===== config.mk =====
export PLATFORM = sky130hd
export DESIGN_NAME = fetch_unit
export DESIGN_NICKNAME = d
export VERILOG_FILES = /design/src/rtl/pipe_pkg.sv /design/src/rtl/fetch_skid_buf.sv /design/src/rtl/fetch_unit.sv
export SDC_FILE = /design/constraint.sdc
export NUM_CORES = 1
export LEC_CHECK = 0
export BUFFER_PORTS_ARGS = -buffer_cell sky130_fd_sc_hd__buf_2
export CORE_MARGIN = 2
export CORE_UTILIZATION = 37
export DETAILED_ROUTE_END_ITERATION = 10
export HOLD_SLACK_MARGIN = 0.08
export RECOVER_POWER = 100
export SYNTH_ARGS = -nofsm -noshare
export SYNTH_HDL_FRONTEND = slang
export SYNTH_SLANG_ARGS = --single-unit

===== constraint.sdc =====
create_clock -name clock -period 3.5 [get_ports clock]
set_input_delay 0.35 -clock clock [delete_from_list [all_inputs] [get_ports clock]]
set_output_delay 0.35 -clock clock [all_outputs]
set_load 0.02 [all_outputs]

===== src/rtl/pipe_pkg.sv =====
// Shared pipeline definitions: opcode field, stop/bubble encodings,
// fetch FSM state codes and the fetch skid entry.
package pipe_pkg;

   localparam logic [3:0] STOP_OP  = 4'b0001;
   localparam logic [7:0] NOP_INSN = 8'h00;
   localparam int         OP_HI    = 3;
   localparam int         OP_LO    = 0;

   localparam logic [1:0] S_IDLE = 2'd0;
   localparam logic [1:0] S_REQ  = 2'd1;
   localparam logic [1:0] S_HALT = 2'd2;

   typedef struct packed {
      logic [7:0] insn;
      logic [7:0] pc;
   } fetch_ent_t;

   function automatic logic is_stop(
      input logic [7:0] insn,
      input logic [3:0] op
   );
      return insn[OP_HI:OP_LO] == op;
   endfunction

endpackage


===== src/rtl/fetch_skid_buf.sv =====
// One-entry holding slot for an instruction returned while the
// downstream stage is stalled.
module fetch_skid_buf (
   input  logic       clock,
   input  logic       reset,
   input  logic       flush,
   input  logic       push,
   input  logic       pop,
   input  logic [7:0] push_insn,
   input  logic [7:0] push_pc,
   output logic       full,
   output logic [7:0] insn,
   output logic [7:0] pc
);
   import pipe_pkg::*;

   fetch_ent_t ent;

   always_ff @(posedge clock) begin
      if (!reset || flush) begin
         full <= 1'b0;
      end else if (push) begin
         full <= 1'b1;
         ent  <= '{insn: push_insn, pc: push_pc};
      end else if (pop) begin
         full <= 1'b0;
      end
   end

   assign insn = ent.insn;
   assign pc   = ent.pc;

endmodule


===== src/rtl/fetch_unit.sv =====
// Instruction fetch stage: request/ack memory handshake, skid buffer
// for stalls, redirect flush and stop-instruction halt.
module fetch_unit #(
   parameter logic [7:0] RESET_PC = 8'h00,
   parameter logic [7:0] NOP_INSN = pipe_pkg::NOP_INSN,
   parameter logic [3:0] STOP_OP  = pipe_pkg::STOP_OP
) (
   input  logic       clock,
   input  logic       reset,
   input  logic       en_fetch,
   input  logic       stall,
   input  logic       redirect,
   input  logic [7:0] redirect_pc,
   output logic       imem_req,
   output logic [7:0] imem_addr,
   input  logic       imem_ack,
   input  logic [7:0] imem_data,
   output logic [7:0] ir1,
   output logic [7:0] pc1,
   output logic       ir1_valid,
   output logic       halted
);
   import pipe_pkg::*;

   logic [1:0] state;
   logic [7:0] pc;
   logic       drop;
   logic       ack_ok;
   logic       skid_full;
   logic [7:0] skid_insn;
   logic [7:0] skid_pc;

   // drop marks an in-flight request whose data a redirect made stale
   assign ack_ok   = (state == S_REQ) && imem_ack && !drop;
   assign imem_req = (state == S_REQ);

   fetch_skid_buf u_skid (
      .clock     (clock),
      .reset     (reset),
      .flush     (redirect),
      .push      (!redirect && ack_ok && stall),
      .pop       (!redirect && !stall && skid_full),
      .push_insn (imem_data),
      .push_pc   (imem_addr),
      .full      (skid_full),
      .insn      (skid_insn),
      .pc        (skid_pc)
   );

   always_ff @(posedge clock) begin
      if (!reset) begin
         state     <= S_IDLE;
         pc        <= RESET_PC;
         imem_addr <= RESET_PC;
         drop      <= 1'b0;
         ir1       <= NOP_INSN;
         pc1       <= 8'h00;
         ir1_valid <= 1'b0;
         halted    <= 1'b0;
      end else if (redirect) begin
         pc        <= redirect_pc;
         ir1       <= NOP_INSN;
         ir1_valid <= 1'b0;
         halted    <= 1'b0;
         if (state == S_REQ && !imem_ack) begin
            drop <= 1'b1;
         end else begin
            drop      <= 1'b0;
            state     <= S_REQ;
            imem_addr <= redirect_pc;
         end
      end else begin
         if (!stall) begin
            unique case (1'b1)
               skid_full: begin
                  ir1       <= skid_insn;
                  pc1       <= skid_pc;
                  ir1_valid <= 1'b1;
               end
               ack_ok: begin
                  ir1       <= imem_data;
                  pc1       <= imem_addr;
                  ir1_valid <= 1'b1;
               end
               default: begin
                  ir1       <= NOP_INSN;
                  ir1_valid <= 1'b0;
               end
            endcase
         end
         unique case (state)
            S_IDLE: begin
               if (en_fetch && !skid_full) begin
                  state     <= S_REQ;
                  imem_addr <= pc;
               end
            end
            S_REQ: begin
               if (imem_ack && drop) begin
                  drop      <= 1'b0;
                  imem_addr <= pc;
               end else if (imem_ack) begin
                  pc <= pc + 8'd1;
                  // a stalled ack fills the skid, so fall back to idle
                  if (is_stop(imem_data, STOP_OP)) begin
                     state  <= S_HALT;
                     halted <= 1'b1;
                  end else if (en_fetch && !stall) begin
                     imem_addr <= pc + 8'd1;
                  end else begin
                     state <= S_IDLE;
                  end
               end
            end
            S_HALT: ;
            default: state <= S_IDLE;
         endcase
      end
   end

endmodule


==> impl_results.rst <==
.. list-table::
   :header-rows: 1

   * - Metric
     - Value
   * - Result of the run
     - completed
   * - Overall routing resource usage
     - 0.1405
   * - Most common cell type on the critical path
     - o31ai_1
   * - Combinational family with the most area after synthesis
     - compound AO/OA/AOI/OAI gates
   * - Power density of the placed cells
     - 455.1 nW/µm²
   * - Post-Place Setup Slack
     - 1.293 ns
   * - Row cnt
     - 29
   * - Die Span Y
     - 84.73 µm
   * - Register area
     - 1241 µm²
   * - Average wire per cell in the routed design
     - 13.83 µm
   * - Post-CTS Hold Buffers
     - 0
   * - Die boundary width
     - 84.73 µm
   * - Final hold vios
     - 0
   * - Antenna violation net count after detailed routing
     - 0
   * - Post-route minimum period
     - 2.525 ns
   * - Top-level port count
     - 49
   * - Synthesized-area fraction occupied by xor and xnor cells
     - 0.04359
   * - Count of unresolved DRC violations after routing
     - 0
   * - Max clock buf depth
     - 2
   * - Synthesized netlist cell count
     - 237
   * - Area occupied by multi-input gates
     - 1039 µm²
   * - TritonCTS clock tree
     - built
   * - Vias in the first global route
     - 1,609
   * - Post-CTS clock slew at the launch and capture registers of the worst setup and hold paths
     - 0.11 ns
   * - Clock latency at the later pin of the worst-skew pair
     - 0.32 ns
   * - TNS Setup
     - 0 ns
   * - Gr ovfl total
     - 0
   * - Startpoint class of the critical path
     - input pin
   * - Worst EP arrival
     - 2.74 ns
   * - Number of logic stages on the critical path including buffering
     - 5
   * - Number of flip-flops and latches in the synthesized netlist
     - 54
   * - Number of max-cap violations
     - 0
   * - Synth Area in Compound Gates
     - 0.1879
   * - Buffer type at the clock tree root
     - clkbuf_8
   * - Adder-cell share of the synthesized area
     - 0.005189
   * - Worst stage delay on the critical path
     - 0.66 ns
   * - Max-slew headroom
     - 0.05188
   * - Final setup slack of the worst path
     - 0.9749 ns
   * - Count of yosys warnings during synthesis
     - 0
   * - Largest area contributor in the synthesized netlist
     - dfxtp_1
   * - RSZ-0062 raised after global routing
     - no
   * - Final clock period utilization by the worst path
     - 0.7215
   * - Total clock buffers created by CTS
     - 5
   * - Number of cells on the worst hold path
     - 1
   * - Pre-antenna DRT Iters
     - 4
   * - Global-route wire length before repair
     - 7969 µm
   * - Mean instance size in the synthesized netlist
     - 10.17 µm²
   * - Critical path buffer and inverter count
     - 2
   * - Fill cells
     - 684
   * - Worst-case reg-to-reg path depth
     - 6
   * - Number of nets in the layout
     - 300
   * - Post_cts resized
     - 0
   * - Top area cells in the synthesized netlist
     - dfxtp_1 32%, edfxtp_1 20%, a21oi_1 4.6%
   * - Floorplan die area
     - 7178 µm²
   * - Post-route clock skew
     - 0.01410 ns
   * - Final Max Tran Viols
     - 0
   * - Routed vias/inst
     - 5.127
   * - Critical path start-end classification
     - in -> reg
   * - Worst-path fanout max
     - 18
   * - Kind of capture point of the worst setup path
     - register
   * - Fraction of post-synthesis cell area in the top cell type by area
     - 0.3155
   * - Share of cell area taken by muxes after synthesis
     - 0.04203
   * - Antenna violations before repair
     - 0
   * - Pin count of the biggest net entering global routing
     - 30
   * - Iteration-0 DRC count of the detailed router
     - 85
   * - H-tree Lvls
     - 2
   * - Placeable Area
     - 6314 µm²
   * - Achievable clock frequency
     - 396.0 MHz
   * - Synthesized net count
     - 260
   * - Routed WL
     - 4911 µm
   * - Cell class contributing the biggest share of worst-path delay
     - buffers and inverters
   * - Standard cell with the maximum stage delay on the critical path
     - clkinv_1
   * - Chain of cells forming the critical path
     - clkbuf_1, clkinv_1, a31oi_1, o31ai_1, o31ai_1
   * - Register area share after synthesis
     - 0.5148
   * - Via total after detailed routing
     - 1,820
   * - Crit path required time
     - 3.72 ns
   * - GPL Wtd Cong
     - 0.7882
   * - Synthesis-to-layout area growth
     - 11.31%
   * - Simple-gate share of the synthesized area
     - 0.1624
   * - Number of setup violations in the final report
     - 0
   * - Maximum vdd ir drop
     - 169.9 µV
   * - Starting Density
     - 0.3819
   * - Antenna cell count
     - 0
   * - Leakage power
     - 1.001 nW
   * - Fraction of final layout cells sized beyond drive strength 1
     - 0.1079
   * - Detailed-placement wirelength estimate
     - 3518 µm
   * - Transition at the pin with the smallest max-transition slack
     - 1.410 ns
   * - Clock tree sinks
     - 54
   * - Buffer count from post-CTS setup fixing
     - 0
   * - Hold WC Path Type
     - in -> reg
   * - Buffers added on ports
     - 48
   * - Post-synthesis cell area
     - 2411 µm²
   * - Number of distinct standard cells referenced by the synthesized netlist
     - 40
## final cells by class
class / count / share of cell area
Sequential cell: 54 / 0.4625
Clock buffer: 5 / 0.02564
Multi-Input combinational cell: 164 / 0.3869
Clock inverter: 3 / 0.008858
Timing Repair Buffer: 49 / 0.07599
Tap cell: 77 / 0.03590
Inverter: 3 / 0.004196
## logic make-up (layout without fill, tap and decap cells)
| group | count (synthesis) | after routing |
|---|---|---|
| fa+ha+maj | 1 | 1 |
| compound gates | 63 | 63 |
| xor+xnor | 12 | 12 |
| mux | 10 | 10 |
| flops | 54 | 54 |
| simple gates | 78 | 78 |
| buf+inv | 19 | 60 |
## power by group
part	internal (mW)	switching [mW]
combinational	0.0585	0.104
sequential	0.671	0.0258
clock	0.144	0.219
total	0.873	0.348
## cell usage after synthesis (all sizes together)
cell	count
and4	2
buf	10
nor3b	2
a31oi	2
dfxtp	38
mux2	1
o31ai	5
and4bb	1
o211a	8
a21oi	22
nor2	24
inv	2
or3b	1
a31o	1
clkinv	1
a211oi	1
a21boi	1
nand2b	6
a22oi	8
nand2	21
o21ai	11
xor2	5
mux2i	9
nand4	4
o221ai	1
ha	1
nand4b	1
clkbuf	6
and3	3
nor3	2
edfxtp	16
xnor2	7
o31a	1
nand3	11
o21a	1
o211ai	1
## placed cells by master, fill, tap and decap left out, drive strengths merged, types with 7 or more instances in the layout
cell / synthesis / final
xnor2: 7 / 7
a21oi: 22 / 22
nor2: 24 / 24
mux2i: 9 / 9
dfxtp: 38 / 38
buf: 10 / 14
nand3: 11 / 11
nand2: 21 / 21
o21ai: 11 / 11
o211a: 8 / 8
edfxtp: 16 / 16
clkbuf: 6 / 40
a22oi: 8 / 8
## routing by layer
| layer | routed length (µm) | share of wire | GRT usage | vias up |
|---|---|---|---|---|
| met2 | 2242 | 0.46 | 0.2190 | 28 |
| met1 | 2429 | 0.49 | 0.1868 | 852 |
| met3 | 166 | 0.034 | 0.03933 | 6 |
| met4 | 74 | 0.015 | 0.05195 | 0 |
| met5 | 0 | 0 | 0 | - |
| li1 | - | - | - | 934 |
## metrics by stage
step | instances | hold slack (ns) | util | power (mW) | cell area [µm²]
6_report | 355 | 0.2183 | 0.4251 | 1.221 | 2684
5_1_grt | 355 | 0.1965 | 0.4251 | 1.280 | 2684
4_1_cts | 355 | 0.2102 | 0.4360 | 1.245 | 2753
3_5_place_dp | 347 | 0.4452 | 0.4213 | 0.8865 | 2660
3_3_place_gp | 347 | 0.4361 | 0.4213 | 0.8837 | 2660
2_1_floorplan | 237 | 0.4436 | - | 0.8350 | 2411
## flip-flops by register name, indices dropped and copies added, names as in the netlist, 2 cells and up
register,count
imem_addr,8
u_skid.pc,8
pc1,8
ir1,8
pc,8
u_skid.insn,8
state,2
## worst paths after layout
check	start	slack (ns)	to
worst max-delay path	redirect	0.97	imem_addr[3]
worst min-delay path	imem_data[4]	0.22	u_skid.insn[4]
worst max register to register	state[1]	0.99	imem_addr[4]
worst min register to register	halted	0.46	halted
## worst reg2reg max path: cells and delay by family, from the launching register on
family,cells,cell delay (ns)
AOI/OAI and AO/OA,2,1.25
DFF,1,0.35
and+or+nand+nor,3,0.57
buffers and inverters,1,0.25
(Power assumes the default switching activity.)
